### src/rtl/mic_pkg.sv
// Shared definitions for the microphone conditioning path: state encoding
// and the counter width helper.
package mic_pkg;

    localparam logic [2:0] ENC_IDLE    = 3'd0;
    localparam logic [2:0] ENC_QUALIFY = 3'd1;
    localparam logic [2:0] ENC_HOLD    = 3'd2;
    localparam logic [2:0] ENC_LOCKOUT = 3'd3;
    localparam logic [2:0] ENC_ARMED   = 3'd4;

    typedef enum logic [2:0] {
        ST_IDLE    = ENC_IDLE,
        ST_QUALIFY = ENC_QUALIFY,
        ST_HOLD    = ENC_HOLD,
        ST_LOCKOUT = ENC_LOCKOUT,
        ST_ARMED   = ENC_ARMED
    } state_t;

    // One shared counter serves every timed state, so it is sized for the
    // longest interval plus one spare bit.
    function automatic int cnt_width(input int a, input int b, input int c, input int d);
        int m;
        m = a;
        if (b > m) m = b;
        if (c > m) m = c;
        if (d > m) m = d;
        return $clog2(m) + 1;
    endfunction

endpackage

### src/rtl/mic_sync.sv
// Polarity correction followed by a SYNC_STAGES-deep synchronizer chain.
// The chain holds corrected values, so clearing it to 0 means "inactive".
module mic_sync #(
    parameter int SYNC_STAGES = 2,
    parameter bit ACTIVE_HIGH = 1'b1
) (
    input  logic clk,
    input  logic rst,
    input  logic raw,
    output logic s
);

    logic [SYNC_STAGES-1:0] chain;
    logic                   level;

    assign level = ACTIVE_HIGH ? raw : ~raw;
    assign s     = chain[SYNC_STAGES-1];

    // Shift the corrected input through the chain; synchronous active-low clear.
    always_ff @(posedge clk) begin
        if (!rst) chain <= '0;
        else      chain <= {chain[SYNC_STAGES-2:0], level};
    end

endmodule

### src/rtl/mic_conditioner.sv
// Microphone front end: synchronize, debounce, stretch and lock out so each
// accepted sound gives exactly one clean mic_level pulse downstream.
// Optional double-clap mode: define MIC_DOUBLE_CLAP_EN.
//
// state   | meaning
// IDLE    | waiting for an active synchronized input while enabled
// QUALIFY | input must stay active DEBOUNCE_CYCLES to be accepted
// HOLD    | mic_level high for HOLD_CYCLES, input ignored
// LOCKOUT | dead time; leaves only after LOCKOUT_CYCLES and input inactive
// ARMED   | (double clap) first clap seen, waiting for second within window
import mic_pkg::*;

module mic_conditioner #(
    parameter int SYNC_STAGES     = 2,
    parameter int DEBOUNCE_CYCLES = 50000,
    parameter int HOLD_CYCLES     = 12500000,
    parameter int LOCKOUT_CYCLES  = 25000000,
    parameter bit ACTIVE_HIGH     = 1'b1,
    parameter int WINDOW_CYCLES   = 50000000
) (
    input  logic       clk,
    input  logic       rst,
    input  logic       mic_raw,
    input  logic       enable,
    output logic       mic_level,
    output logic       mic_pulse,
    output logic       busy,
    output logic [7:0] event_count
);

    localparam int CNT_W = cnt_width(DEBOUNCE_CYCLES, HOLD_CYCLES, LOCKOUT_CYCLES, WINDOW_CYCLES);
    localparam logic [CNT_W-1:0] DB_LAST = CNT_W'(DEBOUNCE_CYCLES - 1);
    localparam logic [CNT_W-1:0] HO_LAST = CNT_W'(HOLD_CYCLES - 1);
    localparam logic [CNT_W-1:0] LO_LAST = CNT_W'(LOCKOUT_CYCLES - 1);

    logic             s;
    state_t           state, state_next;
    logic [CNT_W-1:0] cnt, cnt_next;
    logic             pulse_next, level_next, busy_next, accept;
    logic [7:0]       count_next;

`ifdef MIC_DOUBLE_CLAP_EN
    localparam logic [CNT_W-1:0] WIN_LAST = CNT_W'(WINDOW_CYCLES - 1);
    logic [CNT_W-1:0] wcnt, wcnt_next;
    logic             second, second_next;
    logic             released, released_next;
`endif

    mic_sync #(
        .SYNC_STAGES (SYNC_STAGES),
        .ACTIVE_HIGH (ACTIVE_HIGH)
    ) u_sync (
        .clk (clk),
        .rst (rst),
        .raw (mic_raw),
        .s   (s)
    );

    // State register and registered outputs.
    always_ff @(posedge clk) begin
        if (!rst) begin
            state       <= ST_IDLE;
            cnt         <= '0;
            mic_level   <= 1'b0;
            mic_pulse   <= 1'b0;
            busy        <= 1'b0;
            event_count <= '0;
        end else begin
            state       <= state_next;
            cnt         <= cnt_next;
            mic_level   <= level_next;
            mic_pulse   <= pulse_next;
            busy        <= busy_next;
            event_count <= count_next;
        end
    end

`ifdef MIC_DOUBLE_CLAP_EN
    // Double-clap window counter and pass-tracking flags.
    always_ff @(posedge clk) begin
        if (!rst) begin
            wcnt     <= '0;
            second   <= 1'b0;
            released <= 1'b0;
        end else begin
            wcnt     <= wcnt_next;
            second   <= second_next;
            released <= released_next;
        end
    end
`endif

    // Next-state, counter and output decode.
    always_comb begin
        state_next = state;
        cnt_next   = cnt;
        pulse_next = 1'b0;
        count_next = event_count;
        accept     = 1'b0;
`ifdef MIC_DOUBLE_CLAP_EN
        wcnt_next     = wcnt;
        second_next   = second;
        released_next = released;
`endif
        if (!enable) begin
            state_next = ST_IDLE;
            cnt_next   = '0;
        end else begin
            case (state)
                ST_IDLE: begin
                    if (s) begin
                        state_next = ST_QUALIFY;
                        cnt_next   = '0;
                    end
                end
                ST_QUALIFY: begin
`ifdef MIC_DOUBLE_CLAP_EN
                    if (second) wcnt_next = wcnt + 1'b1;
`endif
                    if (!s) begin
`ifdef MIC_DOUBLE_CLAP_EN
                        state_next = second ? ST_ARMED : ST_IDLE;
`else
                        state_next = ST_IDLE;
`endif
                        cnt_next = '0;
                    end else if (cnt == DB_LAST) begin
                        cnt_next = '0;
`ifdef MIC_DOUBLE_CLAP_EN
                        if (second) begin
                            accept = 1'b1;
                        end else begin
                            state_next    = ST_ARMED;
                            wcnt_next     = '0;
                            second_next   = 1'b1;
                            released_next = 1'b0;
                        end
`else
                        accept = 1'b1;
`endif
                    end else begin
                        cnt_next = cnt + 1'b1;
                    end
`ifdef MIC_DOUBLE_CLAP_EN
                    // A completed second qualification wins over the window edge.
                    if (second && !accept && wcnt == WIN_LAST) begin
                        state_next = ST_IDLE;
                        cnt_next   = '0;
                    end
`endif
                end
                ST_HOLD: begin
                    if (cnt == HO_LAST) begin
                        state_next = ST_LOCKOUT;
                        cnt_next   = '0;
                    end else begin
                        cnt_next = cnt + 1'b1;
                    end
                end
                ST_LOCKOUT: begin
                    // Counter parks at its terminal value while the sound persists.
                    if (cnt != LO_LAST) begin
                        cnt_next = cnt + 1'b1;
                    end else if (!s) begin
                        state_next = ST_IDLE;
                        cnt_next   = '0;
                    end
                end
`ifdef MIC_DOUBLE_CLAP_EN
                ST_ARMED: begin
                    wcnt_next = wcnt + 1'b1;
                    if (wcnt == WIN_LAST) begin
                        state_next = ST_IDLE;
                    end else if (!s) begin
                        released_next = 1'b1;
                    end else if (released) begin
                        state_next = ST_QUALIFY;
                        cnt_next   = '0;
                    end
                end
`endif
                default: begin
                    state_next = ST_IDLE;
                    cnt_next   = '0;
                end
            endcase
        end

        if (accept) begin
            state_next = ST_HOLD;
            pulse_next = 1'b1;
            if (event_count != 8'hFF) count_next = event_count + 8'd1;
        end

`ifdef MIC_DOUBLE_CLAP_EN
        if (state_next == ST_IDLE) begin
            wcnt_next     = '0;
            second_next   = 1'b0;
            released_next = 1'b0;
        end
`endif
        level_next = (state_next == ST_HOLD);
        busy_next  = (state_next != ST_IDLE);
    end

endmodule
### config.mk
export PLATFORM = sky130hd
export DESIGN_NAME = mic_conditioner
export DESIGN_NICKNAME = d
export VERILOG_FILES = /design/src/rtl/mic_pkg.sv /design/src/rtl/mic_sync.sv /design/src/rtl/mic_conditioner.sv
export SDC_FILE = /design/constraint.sdc
export NUM_CORES = 1
export LEC_CHECK = 0
export ABC_CLOCK_PERIOD_IN_PS = 6000
export BUFFER_PORTS_ARGS = -buffer_cell sky130_fd_sc_hd__buf_2
export CAP_MARGIN = 10
export CORE_ASPECT_RATIO = 1.75
export CORE_MARGIN = 4
export CORE_UTILIZATION = 45
export DETAILED_ROUTE_END_ITERATION = 6
export PLACE_DENSITY = 0.69
export SLEW_MARGIN = 40
export SYNTH_ARGS = -nofsm -noshare
export SYNTH_HDL_FRONTEND = slang
export SYNTH_SLANG_ARGS = --single-unit
### constraint.sdc
create_clock -name clk -period 6 [get_ports clk]
set_input_delay 1.2 -clock clk [delete_from_list [all_inputs] [get_ports clk]]
set_output_delay 1.2 -clock clk [all_outputs]
set_load 0.02 [all_outputs]
==> results of run 1 <==
## cells by family after synthesis
group | Yosys count
AND/OR/NAND/NOR | 139
flip-flops | 43
AO/OA/AOI/OAI | 28
XOR/XNOR | 24
buffers and inverters | 16
adder cells (fa/ha/maj) | 2
multiplexers | 2
other | 1
## layout make-up
type	count	area, um^2
fill	458	2270
multi-input combinational	196	1280
sequential	43	861
clock buffer	6	82.6
timing repair buffer	15	77.6
tap	52	65.1
clock inverter	2	38.8
inverter	8	30.0
## cells in the mapped netlist (3+ instances only)
cell type  number  area share (%)
o31ai_1         3             1.0
nor3_1          5             1.1
and2_1         12             3.4
nor2b_1         3            0.85
or3_1          10             2.8
or4_1           5             1.7
clkbuf_1        4            0.68
a21oi_1         7             1.6
xnor2_1        16             6.4
nor4bb_1        4             1.8
nand2_1        15             2.6
nand4_1         9             2.6
nor2_1         29             4.9
dfxtp_1        43              39
nor4_1         14             4.0
nand3b_1        3             1.0
inv_1           8             1.4
o21ai_0         9             2.0
or2_2           4             1.1
nand3_1         8             1.8
xor2_1          8             3.2
and4_1          3             1.2
## metal layers
metal / up-vias / part of all wire, % / track usage (%) / routed length (um)
met5: - / 0 / 0 / 0
met1: 893 / 39 / 19.5 / 1940
li1: 942 / - / - / -
met4: 0 / 4.4 / 10.7 / 223
met2: 51 / 54 / 33.1 / 2720
met3: 21 / 2.8 / 3.46 / 143
## registers in the layout (all words and copies together) (netlist names)
register	flops
mic_pulse	1
mic_level	1
state	3
event_count	8
u_sync.chain	2
cnt	27
busy	1
## power breakdown
group | total [mW] | switching, mW | leakage (nW) | internal [mW]
sequential | 0.288 | 0.00147 | 0.347 | 0.286
combinational | 0.0101 | 0.00642 | 0.401 | 0.00370
clock | 0.240 | 0.103 | 0.0618 | 0.137
total | 0.538 | 0.111 | 0.810 | 0.427
## per-stage QoR
step	instance area, um^2	worst slack (ps)	power [mW]	hold slack, ps
finish	2430	3120	0.538	439
global route	2430	2930	0.558	461
CTS	2430	3100	0.546	447
detailed placement	2310	3120	0.305	422
global placement	2310	3140	0.305	431
floorplan	2200	3430	0.303	412
## worst max path at each step
stage | end | cells after the start
finish | cnt[11]$_SDFFE_PN0P_ | 6
global placement | cnt[14]$_SDFFE_PN0P_ | 6
detailed placement | cnt[11]$_SDFFE_PN0P_ | 6
floorplan | cnt[18]$_SDFFE_PN0P_ | 7
CTS | cnt[11]$_SDFFE_PN0P_ | 6
global route | cnt[11]$_SDFFE_PN0P_ | 6
## worst max-delay path: cells and delay by family (launching register included)
family	cells	cell delay, ps
flip-flops	1	340
AO/OA/AOI/OAI	3	800
AND/OR/NAND/NOR	3	1630
==> key figures, run 1 <==
Floorplan
  – Die ar.: 6130 um^2
  – Rows: 33
  – Die Span X: 60.9 um
  – Initial core utilization: 46.8%
  – Core area: 4710 um^2
  – I/O Pins: 15
  – Height of the die: approximately 100 um

Routing
  – Total Routed Length: 5.03 mm
  – Residual DRC: 0
  – Iter 0 DRT Violations: 37
  – WL per Instance: 15.6 um
  – First drt pass iteration count: 4
  – Vias per inst: slightly below 6
  – Routed via count: 1907
  – Post-route ant nets: 0

GRT
  – First-pass GRT wire length: 8.72 mm
  – Vias in the first global route: 1915
  – Gr ovfl total: 0
  – Initial antenna violation count: 0
  – GR Util All Layers: 18.7%
  – Largest net degree at the start of global routing: 27

Worst setup path
  – Critical path, cell by cell: or4_1 -> or4_4 -> or4_4 -> a21oi_4 -> o21bai_4 -> a311oi_1
  – Crit end category: flop
  – FF-to-FF setup slack: 3120 ps
  – Crit-path slowest cell: or4_4
  – Critical Path RT: 6210 ps
  – Top cell by count, worst path: or4_4
  – Reg-to-reg endpoint: cnt[11]$_SDFFE_PN0P_
  – Reg2Reg Depth: 6
  – Critical path's largest stage delay: 570 ps
  – Worst R2R Start: cnt[6]$_SDFFE_PN0P_
  – Crit path kind: flop to flop
  – WP data arrival: 3080 ps
  – Critical path fanouts, max: 26
  – Startpoint types: flop
  – Critical path origin: cnt[6]$_SDFFE_PN0P_

Worst hold path
  – Hold Path Cell Cnt: 1
  – Hold endpoint: u_sync.chain[1]$_SDFF_PN0_
  – Min-delay worst type: flop to flop
  – Hold wc startpoint: u_sync.chain[0]$_SDFF_PN0_

Clocking
  – Num CTS Buffers: 5
  – Clock slew at reported path FFs: approximately 80 ps
  – Hold buffer count at cts: 0
  – PostCTS Resize Cnt: 0
  – Max Buffers Root-to-Sink: 2
  – Setup bufs post-CTS: 0
  – Root buffer cell: clkbuf_8
  – H-tree depth: 2
  – TritonCTS clock tree: done
  – Clock latency at the later pin of the worst-skew pair: 300 ps
  – CTS Sinks: 43

Timing
  – Slew headroom: 49.4%
  – TNS Setup: 0 ps
  – Final Hold Fails: 0
  – Tmin final: 2880 ps
  – Maximum clock frequency: 0.348 GHz
  – Clock Skew: 7.13 ps
  – Tcrit/Tclk final: 47.9%
  – Final Setup Violations: 0
  – Max-slew violations: 0
  – RSZ-0062 raised after global routing: no
  – Slew of the pin with the lowest slew margin: 753 ps

Yosys
  – Synth warn: 0
  – Largest family of logic cells by synthesized area: simple AND/OR/NAND/NOR gates
  – FFs w/ async S/R, synth: 0%
  – Synth cell types: 46
  – EDFF count, synth: 0
  – Synthesized area: 2200 um^2
  – Post-synthesis compound-gate area fraction: 8.97%
  – Post-Syn Nets: 261
  – Top FF cell, synth: dfxtp_1
  – Xor and xnor area share after synthesis: 9.53%
  – Average size of a mapped cell: 8.65 um^2
  – Part of the Yosys area used for sequential elements: 39.0%
  – Mux contribution to synthesized area: 0.908%
  – Simple-gate portion of the synthesized area: roughly 37%
  – Yosys reg bits: 43
  – Cells after Synth: 255
  – Synth Area in Adders: 1.14%

Layout
  – Antenna diode count: 0
  – Area grow syn2layout: 10.3%
  – Post-Layout Cell Count: 322
  – Final core utilization: between 50% and 60%
  – Most common cell after layout, fill and taps aside: dfxtp_1
  – Share of layout cells above drive strength 1: 14.1%
  – Final #Nets: 275
  – Commonest cells after routing, fill and taps aside: dfxtp_1, nor2_1, xnor2_1

Place
  – RePlAce Congestion: around 0.91
  – Placed Cells: 314
  – Detail Placement HPWL: 3.75 mm
  – PortBufs: 14

Pwr
  – Pwr Density: approximately 220 nW/um^2
  – Leakage: 0.810 nW
  – Worst-case vdd ir drop: 0.203 mV

Status
  – Status: finished clean

Flow run
  – Max-cap viol count: 0
No activity file was read; power rests on OpenSTA's default activity.
==> run 2, diff against run 1 <==
--- a/config.mk
+++ b/config.mk
@@ -5,14 +5,14 @@
 export SDC_FILE = /design/constraint.sdc
 export NUM_CORES = 1
 export LEC_CHECK = 0
-export ABC_CLOCK_PERIOD_IN_PS = 6000
+export ABC_CLOCK_PERIOD_IN_PS = 2500
 export BUFFER_PORTS_ARGS = -buffer_cell sky130_fd_sc_hd__buf_2
 export CAP_MARGIN = 10
 export CORE_ASPECT_RATIO = 1.75
 export CORE_MARGIN = 4
 export CORE_UTILIZATION = 45
 export DETAILED_ROUTE_END_ITERATION = 6
-export PLACE_DENSITY = 0.69
+export PLACE_DENSITY = 0.72
 export SLEW_MARGIN = 40
 export SYNTH_ARGS = -nofsm -noshare
 export SYNTH_HDL_FRONTEND = slang
==> constraint.sdc (replaced) <==
create_clock -name clk -period 2.5 [get_ports clk]
set_input_delay 0.5 -clock clk [delete_from_list [all_inputs] [get_ports clk]]
set_output_delay 0.5 -clock clk [all_outputs]
set_load 0.02 [all_outputs]
==> key figures, run 2 (synthesized netlist as in run 1, its figures left out) <==
Pwr
  – Pwr Density: 465 nW/um^2
  – Leakage: 0.996 nW
  – Worst-case vdd ir drop: between 0.3 and 0.4 mV

Clocking
  – TritonCTS clock tree: done
  – CTS Sinks: 43
  – H-tree depth: 2
  – Clock latency at the later pin of the worst-skew pair: 300 ps
  – Num CTS Buffers: 5
  – Max Buffers Root-to-Sink: 2
  – Root buffer cell: clkbuf_8
  – Clock slew at reported path FFs: 90 ps

Floorplan
  – Rows: 33
  – Initial core utilization: 46.8%
  – Height of the die: roughly 100 um
  – Die ar.: about 6100 um^2
  – Core area: roughly 4700 um^2
  – I/O Pins: 15
  – Die Span X: about 60 um

Timing
  – Max-slew violations: 0
  – Clock Skew: around 5.2 ps
  – Final WS setup: -91.1 ps
  – Tcrit/Tclk final: 104%
  – Maximum clock frequency: 0.386 GHz
  – Hold slack: 404 ps
  – Final Setup Violations: 27
  – RSZ-0062 raised after global routing: yes
  – Slew headroom: 57.8%
  – Final Hold Fails: 0
  – Slew of the pin with the lowest slew margin: 617 ps
  – Tmin final: ~2600 ps

Place
  – DP Worst Slack: -88.3 ps
  – RePlAce Congestion: 0.897
  – PortBufs: 14
  – Detail Placement HPWL: 4.20 mm
  – Placed Cells: 343
  – DP Area: 2550 um^2

Layout
  – Biggest register: cnt
  – Max reg flops: 27
  – Post-Layout Cell Count: between 300 and 400
  – Reg area: 863 um^2
  – Most common cell after layout, fill and taps aside: dfxtp_1
  – Share of layout cells above drive strength 1: 28.9%
  – Final instance area: 2750 um^2
  – Biggest regs: cnt x27, event_count x8, state x3
  – Antenna diode count: 0
  – Fill cells: about 430
  – Footprint of the multi-input gates: 1340 um^2
  – Area grow syn2layout: 24.9%
  – Final core utilization: approximately three fifths
  – Commonest cells after routing, fill and taps aside: dfxtp_1, buf_4, nor2_1
  – Final #Nets: 306

Routing
  – Iter 0 DRT Violations: 77
  – WL per Instance: 16.0 um
  – Total Routed Length: roughly 5.6 mm
  – Residual DRC: 0
  – Vias per inst: between 5 and 6
  – Post-route ant nets: 0
  – Routed via count: 2026
  – First drt pass iteration count: 4

Worst setup path
  – Worst R2R Start: cnt[23]$_SDFFE_PN0P_
  – WP data arrival: roughly 2800 ps
  – Startpoint types: flop
  – Crit path kind: flop to flop
  – Reg-to-reg endpoint: cnt[11]$_SDFFE_PN0P_
  – Reg2Reg Depth: 6
  – FF-to-FF setup slack: -90 ps
  – Crit end category: flop
  – Critical path fanouts, max: 7
  – Critical Path RT: about 2700 ps

GRT
  – First-pass GRT wire length: between 9 and 10 mm
  – Largest net degree at the start of global routing: 15
  – Vias in the first global route: ~2100
  – Gr ovfl total: 0
  – GR Util All Layers: between 20% and 30%
  – Initial antenna violation count: 0

Worst hold path
  – Min-delay worst type: input pin to flop
  – Hold wc startpoint: enable
  – Hold endpoint: mic_level$_SDFF_PN0_
  – Hold Path Cell Cnt: 2

Flow run
  – Max-cap viol count: 0

Status
  – Status: finished with violations
  – Violated checks: setup timing
==> run 2: metrics by stage <==
step	power, mW	setup TNS [ps]
finish	1.28	-1030
global route	1.31	-2740
CTS	1.28	-494
detailed placement	0.739	-466
global placement	0.739	-91.1
floorplan	0.726	-76.3
==> run 2: worst max path at each step <==
stage,slack [ps],start,endpoint
after global placement,-30,cnt[23]$_SDFFE_PN0P_,cnt[1]$_SDFFE_PN0P_
after CTS,-80,cnt[23]$_SDFFE_PN0P_,cnt[11]$_SDFFE_PN0P_
after detailed placement,-90,cnt[23]$_SDFFE_PN0P_,busy$_SDFF_PN0_
final,-90,cnt[23]$_SDFFE_PN0P_,cnt[11]$_SDFFE_PN0P_
after floorplan,-20,cnt[23]$_SDFFE_PN0P_,cnt[18]$_SDFFE_PN0P_
after global routing,-150,cnt[23]$_SDFFE_PN0P_,cnt[11]$_SDFFE_PN0P_
==> run 2: what timing repair did <==
item | in CTS | in global routing
pin swaps | 1 | 3
buffers inserted | 0 | 2
hold buffers | 0 | 0
resized for setup | 9 | 15
endpoints found under the setup margin | 27 | 30
==> run 2: routing by layer <==
layer,global-route usage (%),vias to the layer above,share of wire [%]
li1,-,1010,-
met1,20.2,948,36
met2,36.9,48,56
met3,4.10,20,3.0
met4,12.0,0,4.3
met5,0,-,0
==> run 2: worst max-delay path: stages, from the launching register on <==
cell	delay [ps]
dfxtp_2	330
or4b_4	540
or4_4	540
or4_4	510
a21oi_4	190
o21bai_4	120
a311oi_2	280
==> run 2: layout make-up <==
cell class	instances	share of cell area, %
Inverter	8	1.09
Clock buffer	5	2.50
Tap cell	52	2.36
Sequential cell	43	31.4
Timing Repair Buffer	46	12.5
Multi-Input combinational cell	196	48.6
Clock inverter	3	1.59
==> run 2: power by group <==
part           total (mW)  internal, mW  switching, mW
Combinational      0.0365        0.0168         0.0197
Sequential          0.691         0.687        0.00389
Clock               0.551         0.298          0.254
Total                1.28          1.00          0.277
==> run 3, diff against run 2 <==
--- a/config.mk
+++ b/config.mk
@@ -10,9 +10,9 @@
 export CAP_MARGIN = 10
 export CORE_ASPECT_RATIO = 1.75
 export CORE_MARGIN = 4
-export CORE_UTILIZATION = 45
+export CORE_UTILIZATION = 35
 export DETAILED_ROUTE_END_ITERATION = 6
-export PLACE_DENSITY = 0.72
+export PLACE_DENSITY = 0.6
 export SLEW_MARGIN = 40
 export SYNTH_ARGS = -nofsm -noshare
 export SYNTH_HDL_FRONTEND = slang
==> key figures, run 3 (synthesized netlist as in run 1, its figures left out) <==
Clocking
  – Num CTS Buffers: 5
  – Max Buffers Root-to-Sink: 2
  – Clock latency at the later pin of the worst-skew pair: around 310 ps
  – Hold buffer count at cts: 0
  – TritonCTS clock tree: done
  – CTS Sinks: 43
  – Clock slew at reported path FFs: 80 ps
  – Root buffer cell: clkbuf_8
  – H-tree depth: 2

Worst setup path
  – Top cell by count, worst path: or4_4
  – Delay-heaviest family, CP: simple AND/OR/NAND/NOR gates
  – Reg2Reg Depth: 6
  – Reg-to-reg endpoint: cnt[11]$_SDFFE_PN0P_
  – Critical path, cell by cell: or4b_4 -> or4_4 -> or4_4 -> a21oi_4 -> o21bai_4 -> a311oi_2
  – Crit end category: flop
  – Critical path's largest stage delay: 540 ps
  – Worst R2R Start: cnt[10]$_SDFFE_PN0P_
  – CP bufs+invs: 0
  – Crit path kind: flop to flop
  – WP data arrival: 2800 ps
  – Crit-path slowest cell: or4_4
  – Startpoint types: flop
  – Critical Path RT: 2710 ps
  – Critical path fanouts, max: 7
  – FF-to-FF setup slack: -90 ps

Pwr
  – Worst-case vdd ir drop: around 0.34 mV
  – Leakage: 1.02 nW
  – Pwr Density: 455 nW/um^2
  – Overall power: 1.28 mW

Layout
  – Most common cell after layout, fill and taps aside: dfxtp_1
  – Share of layout cells above drive strength 1: 27.2%
  – Reg area: 863 um^2
  – Biggest regs: cnt x27, event_count x8, state x3
  – Footprint of the multi-input gates: roughly 1300 um^2
  – Final #Nets: 310
  – Max reg flops: 27
  – Fill cells: 653
  – Commonest cells after routing, fill and taps aside: dfxtp_1, buf_4, nor2_1
  – Area grow syn2layout: 27.2%
  – Antenna diode count: 0
  – Biggest register: cnt

Floorplan
  – Height of the die: 113 um
  – I/O Pins: 15
  – Core area: 6180 um^2
  – Initial core utilization: 35.7%
  – Die Span X: 68.0 um
  – Rows: 38
  – Die ar.: 7680 um^2

Timing
  – RSZ-0062 raised after global routing: yes
  – Tmin final: 2590 ps
  – Final WS setup: -88.1 ps
  – TNS Setup: -1020 ps
  – Slew headroom: ~60%
  – Final Setup Violations: 25
  – Slew of the pin with the lowest slew margin: about 600 ps
  – Final Hold Fails: 0
  – Max-slew violations: 0
  – Maximum clock frequency: between 0.3 and 0.4 GHz
  – Tcrit/Tclk final: 104%
  – Clock Skew: 11.5 ps

Worst hold path
  – Hold Path Cell Cnt: 2
  – Hold endpoint: u_sync.chain[0]$_SDFF_PN0_
  – Min-delay worst type: input pin to flop
  – Hold wc startpoint: mic_raw

Routing
  – Routed via count: slightly above 2000
  – Total Routed Length: 5.65 mm
  – Post-route ant nets: 0
  – First drt pass iteration count: 4
  – WL per Instance: 14.7 um
  – Residual DRC: 0
  – Iter 0 DRT Violations: 85
  – Vias per inst: ~5.3

GRT
  – Largest net degree at the start of global routing: 15
  – Vias in the first global route: about 2000
  – Gr ovfl total: 0
  – Initial antenna violation count: 0
  – First-pass GRT wire length: roughly 9.6 mm
  – GR Util All Layers: 16.4%

Status
  – Violated checks: setup timing
  – Status: finished with violations

Flow run
  – Max-cap viol count: 0

Place
  – Detail Placement HPWL: 4.36 mm
  – PortBufs: 14
  – RePlAce Congestion: 0.892
## run 3: worst max path at each step
| stage | to | from | depth (start not counted) | slack, ps |
|---|---|---|---|---|
| after detailed placement | cnt[1]$_SDFFE_PN0P_ | cnt[23]$_SDFFE_PN0P_ | 7 | -80 |
| final | cnt[11]$_SDFFE_PN0P_ | cnt[10]$_SDFFE_PN0P_ | 6 | -90 |
| after floorplan | cnt[18]$_SDFFE_PN0P_ | cnt[23]$_SDFFE_PN0P_ | 7 | -20 |
| after CTS | cnt[1]$_SDFFE_PN0P_ | cnt[23]$_SDFFE_PN0P_ | 7 | -80 |
| after global routing | cnt[11]$_SDFFE_PN0P_ | cnt[10]$_SDFFE_PN0P_ | 6 | -150 |
| after global placement | cnt[1]$_SDFFE_PN0P_ | cnt[23]$_SDFFE_PN0P_ | 7 | -80 |
## run 3: metal layers
metal  wire [um]  global-route usage (%)  up-vias
met4         172                    8.23        0
met5           0                       0        -
met1        2120                    16.4      965
met3         135                    2.68       15
li1            -                       -     1017
met2        3230                    30.7       35
## run 3: through the flow
stage                     cells  instance area, um^2  hold WS (ps)  utilization, %  setup slack, ps
after global placement      376                 2620           418            42.4            -76.3
final                       385                 2800           399            45.4            -88.1
after CTS                   385                 2780           393            44.9            -81.8
after global routing        385                 2800           405            45.4             -155
after detailed placement    376                 2620           422            42.4            -84.0
after floorplan             255                 2210           412               -            -21.1
## run 3: power breakdown
part / internal, mW / leakage [nW] / switching (mW)
Clock: 0.298 / 0.0581 / 0.254
Sequential: 0.687 / 0.348 / 0.00350
Combinational: 0.0155 / 0.612 / 0.0178
## run 3: cell type report
type | instances | share of cell area (%)
inverters | 8 | 1.07
clock inverters | 3 | 1.56
flip-flops and latches | 43 | 30.8
clock buffers | 5 | 2.45
multi-input cells | 196 | 47.3
well taps | 80 | 3.57
repair buffers | 50 | 13.3
## run 3: repair_timing
item | in CTS | in global routing
buffers inserted | 1 | 0
endpoints found under the setup margin | 27 | 32
gates resized for setup | 8 | 8
pin swaps | 1 | 4
